===== config.mk =====
export PLATFORM = sky130hd
export DESIGN_NAME = i2c_regfile_ctrl
export DESIGN_NICKNAME = d
export VERILOG_FILES = /design/src/rtl/i2c_regfile_ctrl.sv
export SDC_FILE = /design/constraint.sdc
export NUM_CORES = 1
export LEC_CHECK = 0
export ABC_AREA = 1
export CAP_MARGIN = 30
export CORE_UTILIZATION = 40
export DETAILED_ROUTE_END_ITERATION = 10
export DONT_BUFFER_PORTS = 1
export PLACE_DENSITY = 0.53
export SLEW_MARGIN = 20
export SYNTH_ARGS = -nofsm -noshare
export SYNTH_HDL_FRONTEND = slang
export SYNTH_SLANG_ARGS = --single-unit

===== constraint.sdc =====
create_clock -name clock -period 1.8 [get_ports clock]
set_clock_uncertainty 0.15 [all_clocks]
set_input_delay 0.09 -clock clock [delete_from_list [all_inputs] [get_ports clock]]
set_output_delay 0.09 -clock clock [all_outputs]
set_load 0.05 [all_outputs]

===== src/rtl/i2c_regfile_ctrl.sv =====
// i2c_regfile_ctrl: maps the I2C slave byte interface onto a bank of DEPTH
// 8-bit registers with an auto-incrementing pointer, shared with a host port.
module i2c_regfile_ctrl #(
  parameter  int unsigned DEPTH = 8,
  localparam int unsigned AW    = $clog2(DEPTH)
) (
  input  logic          clock,
  input  logic          reset,
  input  logic          rx_active,
  input  logic          rx_valid,
  input  logic [7:0]    rx_byte,
  input  logic          tx_req,
  input  logic          tx_ready,
  output logic          tx_load,
  output logic [7:0]    tx_data,
  input  logic [AW-1:0] host_addr,
  input  logic          host_we,
  input  logic [7:0]    host_wdata,
  output logic [7:0]    host_rdata,
  output logic          host_conflict,
  output logic          ptr_oor,
  output logic          busy
);

  typedef enum logic [2:0] {
    ST_IDLE    = 3'd0,
    ST_GET_PTR = 3'd1,
    ST_WR_DATA = 3'd2,
    ST_RD_LOAD = 3'd3,
    ST_RD_WAIT = 3'd4
  } state_e;

  state_e        state_q, state_d;
  logic [AW-1:0] ptr_q, ptr_d;
  logic [7:0]    regs_q [DEPTH];
  logic [7:0]    regs_d [DEPTH];
  logic          tx_load_q, tx_load_d;
  logic [7:0]    tx_data_q, tx_data_d;
  logic          conflict_q, conflict_d;
  logic          oor_q, oor_d;
  logic          busy_q, busy_d;
  logic          i2c_we_c;

  // An I2C register write happens on every received data byte
  assign i2c_we_c = (state_q == ST_WR_DATA) && rx_valid;

  // Next-state, pointer, register bank and output computation
  always_comb begin
    state_d    = state_q;
    ptr_d      = ptr_q;
    regs_d     = regs_q;
    tx_load_d  = 1'b0;
    tx_data_d  = tx_data_q;
    conflict_d = 1'b0;
    oor_d      = oor_q;

    case (state_q)
      ST_IDLE: begin
        tx_data_d = regs_q[ptr_q];
        if (rx_active) begin
          state_d = ST_GET_PTR;
        end else if (tx_req) begin
          state_d = ST_RD_LOAD;
        end
      end

      ST_GET_PTR: begin
        if (rx_valid) begin
          ptr_d = rx_byte[AW-1:0];
          oor_d = (rx_byte >= 8'(DEPTH));
        end
        if (!rx_active) begin
          state_d = ST_IDLE;
        end else if (rx_valid) begin
          state_d = ST_WR_DATA;
        end
      end

      ST_WR_DATA: begin
        if (rx_valid) begin
          regs_d[ptr_q] = rx_byte;
          ptr_d         = AW'(ptr_q + AW'(1));
        end
        if (!rx_active) begin
          state_d = ST_IDLE;
        end
      end

      ST_RD_LOAD: begin
        tx_data_d = regs_q[ptr_q];
        if (!tx_req) begin
          state_d = ST_IDLE;
        end else if (tx_ready) begin
          tx_load_d = 1'b1;
          ptr_d     = AW'(ptr_q + AW'(1));
          state_d   = ST_RD_WAIT;
        end
      end

      ST_RD_WAIT: begin
        // Hold off until the slave drops ready so one byte is loaded once
        if (!tx_req) begin
          state_d = ST_IDLE;
        end else if (!tx_ready) begin
          state_d = ST_RD_LOAD;
        end
      end

      default: begin
        state_d = ST_IDLE;
      end
    endcase

    // Host write loses to an I2C write targeting the same register
    if (host_we) begin
      if (i2c_we_c && (host_addr == ptr_q)) begin
        conflict_d = 1'b1;
      end else begin
        regs_d[host_addr] = host_wdata;
      end
    end

    busy_d = (state_d != ST_IDLE);
  end

  // State and datapath registers
  always_ff @(posedge clock or negedge reset) begin
    if (!reset) begin
      state_q    <= ST_IDLE;
      ptr_q      <= '0;
      tx_load_q  <= 1'b0;
      tx_data_q  <= 8'h00;
      conflict_q <= 1'b0;
      oor_q      <= 1'b0;
      busy_q     <= 1'b0;
      for (int i = 0; i < int'(DEPTH); i++) begin
        regs_q[i] <= 8'h00;
      end
    end else begin
      state_q    <= state_d;
      ptr_q      <= ptr_d;
      tx_load_q  <= tx_load_d;
      tx_data_q  <= tx_data_d;
      conflict_q <= conflict_d;
      oor_q      <= oor_d;
      busy_q     <= busy_d;
      for (int i = 0; i < int'(DEPTH); i++) begin
        regs_q[i] <= regs_d[i];
      end
    end
  end

  assign tx_load       = tx_load_q;
  assign tx_data       = tx_data_q;
  assign host_conflict = conflict_q;
  assign ptr_oor       = oor_q;
  assign busy          = busy_q;
  assign host_rdata    = regs_q[host_addr];

endmodule


==> results.yml, run 1 <==
grt:
  grtUsageMet2_pct: 48.7
  grt_use_met1_pct: 46.7
  grt_usage_pct: 33.1
  grt-ovfl-total: 0
  grt_max_degree: 83
  antenna_found_initial: 3
  grt_use_met3_pct: 7.30
  first_global_vias: 6251
  grt_pass1_wl_um: 36700
  grt-busiest-layer: "met2"
logic_synthesis:
  ys_warn_count: 0
  synth_cell_types: 29
  ys_seq_elements: 82
  ys_seq_area_share_pct: 35.5
  synth_edf_count: 0
  synthDominantCellAreaShare_pct: 35.5
  syn_avg_cell_area_um2: 6.70
  synth_ff_type: "dfrtp_1"
  ys_top_cells_by_area: "dfrtp_1 35%, nand2_1 21%, nand4_1 15%, o211ai_1 4.8%, nor2_1 4.1%"
  async_flop_share_pct: 100
  yosys.area.top_type: "dfrtp_1"
  synth_nets: 890
  syn-instance-count: 863
  syn_area_mm2: 0.00578
critical_path:
  crit_path_frequent_cell: "nand2_1"
  critical_path_class: "register to register"
  worstPathMaxFanout: 9
  crit_path_cell_trace: "nand2_1, nand2_1, nor2_2, nand3_4, nand3_1, buf_6, nand2_1, nand2_1"
  crit_family: "simple AND/OR/NAND/NOR gates"
  worst_setup_path_start_kind: "register"
  required_ps: 1930
  cp_num_cells: 8
  crit_arrival_ps: 1920
  critPathCaptureType: "register"
  cpPeakStageDelay_ps: 500
  r2r_cells: 8
  cp_slowest_cell: "dfrtp_2"
  crit_buf_inv: 1
layout:
  areaGrowthSynthToFinish_pct: 27.9
  layout_commonest_cell: "nand2_1"
  final_area_mm2: 0.00739
  nNetsFinal: 960
  layout_common_cells: "315 x nand2_1, 138 x nand4_1, 81 x buf_4"
  fillers: 1387
  utilization_pct: 52.9
  multi_input_area_mm2: 0.00327
  layout-drive-gt1-share_pct: 17.5
  seq_area_mm2: 0.00206
drt:
  dr.pass1.iters: 5
  ant_nets: 0
  drt_wl_total_um: 24300
  drt-vias-per-instance: 6.05
  drt_iter0_drc: 717
  via_count: 6784
  drc: 0
  drt-wirelength-per-cell_um: 21.7
timing:
  worst_pin_slew_ps: 775
  rsz0062_at_grt: "yes"
  holdWs_ps: -718
  setup_tns_ps: 0
  fin_ws_ps: 16.1
  timing_hold_violations_final: 82
  final_max_slew_viol_count: 0
  final-setup-viol-count: 0
  slew_headroom_pct: 48.2
  fin_crit_sh_pct: 99.1
  fmax_mhz: 561
  finalCriticalPeriod_ps: 1780
clock_network:
  cts_root_buf: "clkbuf_16"
  cts_hold_buffers: 28
  clk_pin_slew_ps: 60
  insertion_delay_ps: 360
  tritoncts: "done"
  cts_inserted_buffers: 9
  clock-sinks: 82
  cts_buffer_depth: 2
  htreeDepth: 3
placed_design:
  place_ws_ps: -61.8
  dpl_cell_area_mm2: 0.00648
  numPortBuffers: 0
  place.gp.congestion: 0.903
  hpwl_um: 15600
status:
  status: "complete, but fails checks"
  violations: "hold timing"
flow_run:
  drv_cap: 0
die:
  rows: 43
  dieArea_mm2: 0.0149
  start_util_pct: 41.3
  die_w_um: 122
  die_y_um: 122
  io_pins: 46
  core_mm2: 0.0140
power_and_ir_drop:
  ir_drop_mv: 0.596
  p_per_area_mw_per_mm2: 1640
  p_leak_nw: 3.67
hold_path:
  min_path_type: "input port to async pin"
layer usage:
| metal | wire [µm] | share of wire, % |
|---|---|---|
| met1 | 10600 | 44 |
| met2 | 10500 | 43 |
| met3 | 2390 | 9.8 |
| met4 | 760 | 3.1 |
| met5 | 13 | 0.053 |
synthesized netlist by cell type (all sizes together) (4+ instances only):
cell and instances:
nor3 4, clkbuf 35, nand4 138, or2 4
nor2 68, nand2 321, a21oi 11, o211ai 37
buf 43, nand3 23, o21ai 38, inv 44
dfrtp 82, o2111ai 8
final timing paths:
| kind | startpoint | end | slack (ps) |
|---|---|---|---|
| min in group clock | rx_valid | regs_q[17] | 20 |
| max | ptr_q[1] | regs_q[55] | 20 |
| max in group asynchronous | reset | regs_q[51] | 2050 |
| min reg2reg | tx_data[3] | tx_data[3] | 360 |
| max reg2reg | ptr_q[1] | regs_q[55] | 20 |
| min | reset | ptr_oor | -720 |
logic make-up (layout without fill, tap and decap cells):
family | count (synthesis) | count (layout) | share of synthesized area [%]
AND/OR/NAND/NOR | 558 | 559 | 43.5
buffers and inverters | 123 | 197 | 9.85
AO/OA/AOI/OAI | 97 | 97 | 10.6
flip-flops | 82 | 82 | 35.5
adder cells (fa/ha/maj) | 1 | 1 | 0.216
XOR/XNOR | 1 | 1 | 0.152
multiplexers | 1 | 1 | 0.173
other | 0 | 3 | 0
where the power goes:
group          switching [mW]  internal (mW)  leakage, nW
registers               0.927           2.68         1.01
logic                    3.95           2.51         2.51
clock network           0.814           1.25        0.156
sequential cells by signal, summed over array words and instances, names as in the netlist:
signal	count
ptr_oor	1
state_q	3
busy	1
tx_data	8
ptr_q	3
host_conflict	1
tx_load	1
regs_q	64
what timing repair did:
item | CTS | global route
pin swaps | 2 | 14
setup endpoints to repair | 8 | 75
hold endpoints to repair | 156 | 82
gates resized for setup | 5 | 36
gates cloned | 0 | 3
buffers inserted | 1 | 12
layout make-up:
type | count | share of cell area (%)
antenna | 3 | 0.102
clock buffer | 11 | 3.28
clock inverter | 5 | 1.05
inverter | 45 | 2.28
sequential | 82 | 27.8
tap | 180 | 3.05
multi-input combinational | 659 | 44.3
timing repair buffer | 136 | 18.2
stage by stage:
step | power (mW) | cells
2_1_floorplan | 7.13 | 863
3_3_place_gp | 9.23 | 1058
3_5_place_dp | 9.32 | 1058
4_1_cts | 11.6 | 1103
5_1_grt | 12.9 | 1120
6_report | 12.1 | 1121
(Power assumes the default switching activity.)
==> run 2: changes to the inputs <==
--- a/config.mk
+++ b/config.mk
@@ -5,12 +5,11 @@
 export SDC_FILE = /design/constraint.sdc
 export NUM_CORES = 1
 export LEC_CHECK = 0
-export ABC_AREA = 1
 export CAP_MARGIN = 30
 export CORE_UTILIZATION = 40
 export DETAILED_ROUTE_END_ITERATION = 10
 export DONT_BUFFER_PORTS = 1
-export PLACE_DENSITY = 0.53
+export PLACE_DENSITY = 0.55
 export SLEW_MARGIN = 20
 export SYNTH_ARGS = -nofsm -noshare
 export SYNTH_HDL_FRONTEND = slang
==> constraint.sdc (replaced) <==
create_clock -name clock -period 1.6 [get_ports clock]
set_clock_uncertainty 0.15 [all_clocks]
set_input_delay 0.08 -clock clock [delete_from_list [all_inputs] [get_ports clock]]
set_output_delay 0.08 -clock clock [all_outputs]
set_load 0.05 [all_outputs]
==> results.yml, run 2 <==
status:
  status: "complete, but fails checks"
  violations: "hold timing, setup timing"
clock_network:
  clock-sinks: 82
  cts_inserted_buffers: 9
  insertion_delay_ps: 340
  htreeDepth: 3
  tritoncts: "done"
  cts_buffer_depth: 2
  clk_pin_slew_ps: 60
  cts_root_buf: "clkbuf_16"
drt:
  via_count: 3841
  ant_nets: 0
  drt-vias-per-instance: 5.72
  drc: 0
  dr.pass1.iters: 4
  drt_wl_total_um: 15700
  drt-wirelength-per-cell_um: 23.4
  drt_iter0_drc: 222
layout:
  areaGrowthSynthToFinish_pct: 36.7
  antenna_cells: 0
  layout_commonest_cell: "dfrtp_1"
  fillers: 1029
  largest_reg_flops: 64
  layout-drive-gt1-share_pct: 64.5
  top_register: "regs_q"
  final_area_mm2: 0.00725
  layout_common_cells: "79 x dfrtp_1, 78 x mux2_4, 53 x buf_4"
  seq_area_mm2: 0.00206
  multi_input_area_mm2: 0.00353
  nNetsFinal: 523
  utilization_pct: 56.7
power_and_ir_drop:
  p_leak_nw: 3.17
  p_total_mw: 14.0
  p_per_area_mw_per_mm2: 1930
  ir_drop_mv: 0.856
logic_synthesis:
  synth_compound_area_share_pct: 3.59
  async_flop_share_pct: 100
  synth-simple-area-share_pct: 9.18
  syn_area_mm2: 0.00530
  yosys.area.top_type: "dfrtp_1"
  synth_edf_count: 0
  synth_commonest_cells: "87 x mux2_2, 82 x dfrtp_1, 32 x mux2_4"
  synth_top_family_by_area: "multiplexers"
  muxShareOfSynthArea_pct: 44.1
  synth_cell_types: 47
  synthDominantCellAreaShare_pct: 38.7
  yosys.area_share.adder_pct: 0.236
  ys_seq_elements: 82
  syn-instance-count: 393
  ys_warn_count: 0
  ys_seq_area_share_pct: 38.7
  ys_top_cells_by_area: "dfrtp_1 39%, mux2_2 18%, mux4_2 13%, mux2_4 9.1%, mux2i_1 3.2%"
  synth_ff_type: "dfrtp_1"
  yosys.cell_count.top_type: "mux2_2"
  synth_xor_area_share_pct: 0.944
  syn_avg_cell_area_um2: 13.5
  synth_nets: 420
die:
  dieArea_mm2: 0.0137
  die_w_um: 117
  rows: 41
  die_y_um: 117
  core_mm2: 0.0128
  io_pins: 46
  start_util_pct: 41.5
grt:
  first_global_vias: 3868
  grt_max_degree: 83
  antenna_found_initial: 0
  grt_pass1_wl_um: 23700
  grt-ovfl-total: 0
  grt_usage_pct: 24.1
critical_path:
  crit_path_cell_trace: "nand4bb_1, buf_6, or4_4, mux2_4, mux2_4"
  cpPeakStageDelay_ps: 540
  crit_path_frequent_cell: "mux2_4"
  cp_num_cells: 5
  critPathCaptureType: "register"
  r2r_cells: 5
  required_ps: 1680
  worst_setup_path_start_kind: "register"
  worstPathMaxFanout: 8
  cp_slowest_cell: "or4_4"
  critical_path_class: "register to register"
  crit_family: "simple AND/OR/NAND/NOR gates"
  crit_buf_inv: 1
  crit_arrival_ps: 2290
placed_design:
  place.gp.congestion: 0.813
  hpwl_um: 10200
  numPortBuffers: 0
  dpl_cell_area_mm2: 0.00600
timing:
  worst_pin_slew_ps: 480
  timing_hold_violations_final: 82
  setup_tns_ps: -36260
  slew_headroom_pct: 67.9
  rsz0062_at_grt: "yes"
  fin_ws_ps: -609
  holdWs_ps: -727
  final-setup-viol-count: 83
  fmax_mhz: 453
  finalCriticalPeriod_ps: 2210
  final_max_slew_viol_count: 0
  fin_crit_sh_pct: 138
hold_path:
  min_path_type: "input port to async pin"
flow_run:
  drv_cap: 0
==> run 2: through the flow <==
| stage | instances | setup slack (ps) | hold WS [ps] |
|---|---|---|---|
| floorplan | 393 | -483 | -366 |
| global placement | 609 | -628 | -363 |
| detailed placement | 609 | -614 | -363 |
| CTS | 650 | -562 | -735 |
| global route | 671 | -658 | -745 |
| finish | 671 | -609 | -727 |
==> run 2: worst paths after layout <==
path | slack, ps | endpoint | startpoint
setup reg to reg | -610 | regs_q[53] | state_q[0]
hold / removal | -730 | tx_data[2] | reset
min in group clock | 20 | regs_q[60] | host_addr[1]
setup / recovery | -610 | regs_q[53] | state_q[0]
max in group asynchronous | 1890 | regs_q[15] | reset
hold reg to reg | 370 | tx_data[5] | tx_data[5]
==> run 2: final cells by class <==
type                       count  area share, %
timing repair buffer         121           16.3
tap                          172           2.97
inverter                       2          0.104
clock buffer                  10           3.30
multi-input combinational    280           48.7
sequential                    82           28.4
clock inverter                 4          0.276
==> run 2: timing repair <==
| item | CTS | global route |
|---|---|---|
| buffers inserted | 3 | 21 |
| pin swaps | 16 | 18 |
| hold buffers | 24 | 2 |
| gates resized for setup | 56 | 81 |
| endpoints found under the hold margin | 156 | 85 |
| endpoints found under the setup margin | 87 | 87 |
==> run 2: worst reg2reg max path, delay by kind of cell, from the launching register on <==
kind          cells  cell delay (ps)
simple gates      2              770
mux               2              600
flops             1              390
buf+inv           1              170
==> run 2: where the power goes <==
group | internal, mW | switching, mW
registers | 3.07 | 0.850
logic | 4.70 | 3.46
clock network | 1.07 | 0.856
==> run 2: kinds of logic after synthesis <==
group / Yosys count
XOR/XNOR: 4
AND/OR/NAND/NOR: 74
buffers and inverters: 31
adder cells (fa/ha/maj): 1
multiplexers: 169
AO/OA/AOI/OAI: 32
flip-flops: 82
==> run 2: layer usage <==
layer,global-route usage (%),vias to the layer above,share of wire (%)
met4,7.26,0,1.7
met1,33.5,2014,45
li1,-,1703,-
met2,37.4,107,48
met3,5.72,17,5.7
met5,0,-,0
==> run 3: changes to the inputs <==
--- a/config.mk
+++ b/config.mk
@@ -9,7 +9,6 @@
 export CORE_UTILIZATION = 40
 export DETAILED_ROUTE_END_ITERATION = 10
 export DONT_BUFFER_PORTS = 1
-export PLACE_DENSITY = 0.55
 export SLEW_MARGIN = 20
 export SYNTH_ARGS = -nofsm -noshare
 export SYNTH_HDL_FRONTEND = slang
==> results.yml, run 3 (same netlist as run 2, synthesis figures left out) <==
status:
  status: "complete, but fails checks"
  violations: "hold timing, setup timing"
die:
  die_w_um: 117
  die_y_um: 117
  core_mm2: 0.0128
  rows: 41
  start_util_pct: 41.5
  dieArea_mm2: 0.0137
  io_pins: 46
layout:
  fillers: 1008
  layout_commonest_cell: "mux2_4"
  top_register: "regs_q"
  largest_reg_flops: 64
  utilization_pct: 58.1
  seq_area_mm2: 0.00205
  layout-drive-gt1-share_pct: 64.6
  final_cells: 680
  final_area_mm2: 0.00743
  antenna_cells: 0
  multi_input_area_mm2: 0.00357
  areaGrowthSynthToFinish_pct: 40.1
  layout_common_cells: "89 x mux2_4, 80 x dfrtp_1, 65 x buf_4"
  nNetsFinal: 531
critical_path:
  rr_startpoint: "state_q[0]"
  reg2reg_slack_ps: -560
  critPathCaptureType: "register"
  worst_setup_path_start_kind: "register"
  worstPathMaxFanout: 8
  required_ps: 1680
  r2r-end: "regs_q[48]"
  critical_path_class: "register to register"
  crit_arrival_ps: 2240
  r2r_cells: 5
clock_network:
  cts_buffer_depth: 2
  clock-sinks: 82
  cts_root_buf: "clkbuf_16"
  htreeDepth: 3
  tritoncts: "done"
  cts_hold_buffers: 24
  insertion_delay_ps: 350
  cts_inserted_buffers: 9
  clk_pin_slew_ps: 60
placed_design:
  hpwl_um: 10200
  dpl_cell_area_mm2: 0.00595
  numPortBuffers: 0
  place.gp.congestion: 0.820
  dp.cells: 600
  place_ws_ps: -629
timing:
  slew_headroom_pct: 68.3
  timing_hold_violations_final: 82
  setup_tns_ps: -33240
  rsz0062_at_grt: "yes"
  holdWs_ps: -722
  final-setup-viol-count: 82
  fmax_mhz: 463
  finalCriticalPeriod_ps: 2160
  worst_pin_slew_ps: 474
  fin_ws_ps: -562
  fin_crit_sh_pct: 135
  final_max_slew_viol_count: 0
grt:
  grt_usage_pct: 25.8
  grt_max_degree: 83
  grt-ovfl-total: 0
  first_global_vias: 4107
  antenna_found_initial: 0
  grt_pass1_wl_um: 25300
drt:
  drt_wl_total_um: 16100
  drt_iter0_drc: 326
  dr.pass1.iters: 4
  drc: 0
  drt-vias-per-instance: 5.71
  ant_nets: 0
  drt-wirelength-per-cell_um: 23.6
  via_count: 3881
power_and_ir_drop:
  p_leak_nw: 3.27
  p_per_area_mw_per_mm2: 2000
  p_total_mw: 14.8
  ir_drop_mv: 0.875
flow_run:
  drv_cap: 0
hold_path:
  min_path_type: "input port to async pin"
## run 3: final cells by class
type,count,area share [%]
clock buffer,10,3.08
clock inverter,5,1.40
inverter,2,0.101
multi-input combinational,280,48.0
sequential,82,27.7
tap,172,2.90
timing repair buffer,129,16.8
## run 3: worst max-delay path by stage
| stage | start | endpoint | slack [ps] | cells past startpoint |
|---|---|---|---|---|
| floorplan | state_q[2] | regs_q[48] | -480 | 6 |
| global placement | ptr_q[0] | regs_q[38] | -630 | 6 |
| detailed placement | state_q[0] | regs_q[35] | -630 | 7 |
| CTS | state_q[0] | regs_q[51] | -550 | 5 |
| global route | state_q[0] | regs_q[48] | -620 | 5 |
| finish | state_q[0] | regs_q[48] | -560 | 5 |
## run 3: power breakdown
| group | internal (mW) | leakage, nW | total, mW | switching [mW] |
|---|---|---|---|---|
| sequential | 3.07 | 0.969 | 3.88 | 0.818 |
| clock | 1.52 | 0.163 | 2.37 | 0.853 |
| combinational | 4.98 | 2.14 | 8.59 | 3.61 |
| total | 9.57 | 3.27 | 14.8 | 5.28 |
## run 3: critical path, cell delays in order (launching register included)
cell and delay (ps):
dfrtp_1 380, nand4bb_1 210, buf_6 170, or4_4 540
mux2_4 340, mux2_4 270
## run 3: metal layers
layer	up-vias	track usage (%)	part of all wire (%)
li1	1730	-	-
met1	2010	35.0	43
met2	118	42.1	48
met3	23	6.18	7.1
met4	0	5.74	1.7
met5	-	0	0
## run 3: repair_timing
item	4_1_cts	5_1_grt
gates resized for setup	100	50
setup endpoints to repair	85	87
setup buffers	29	21
endpoints found under the hold margin	156	82
pin swaps	19	14
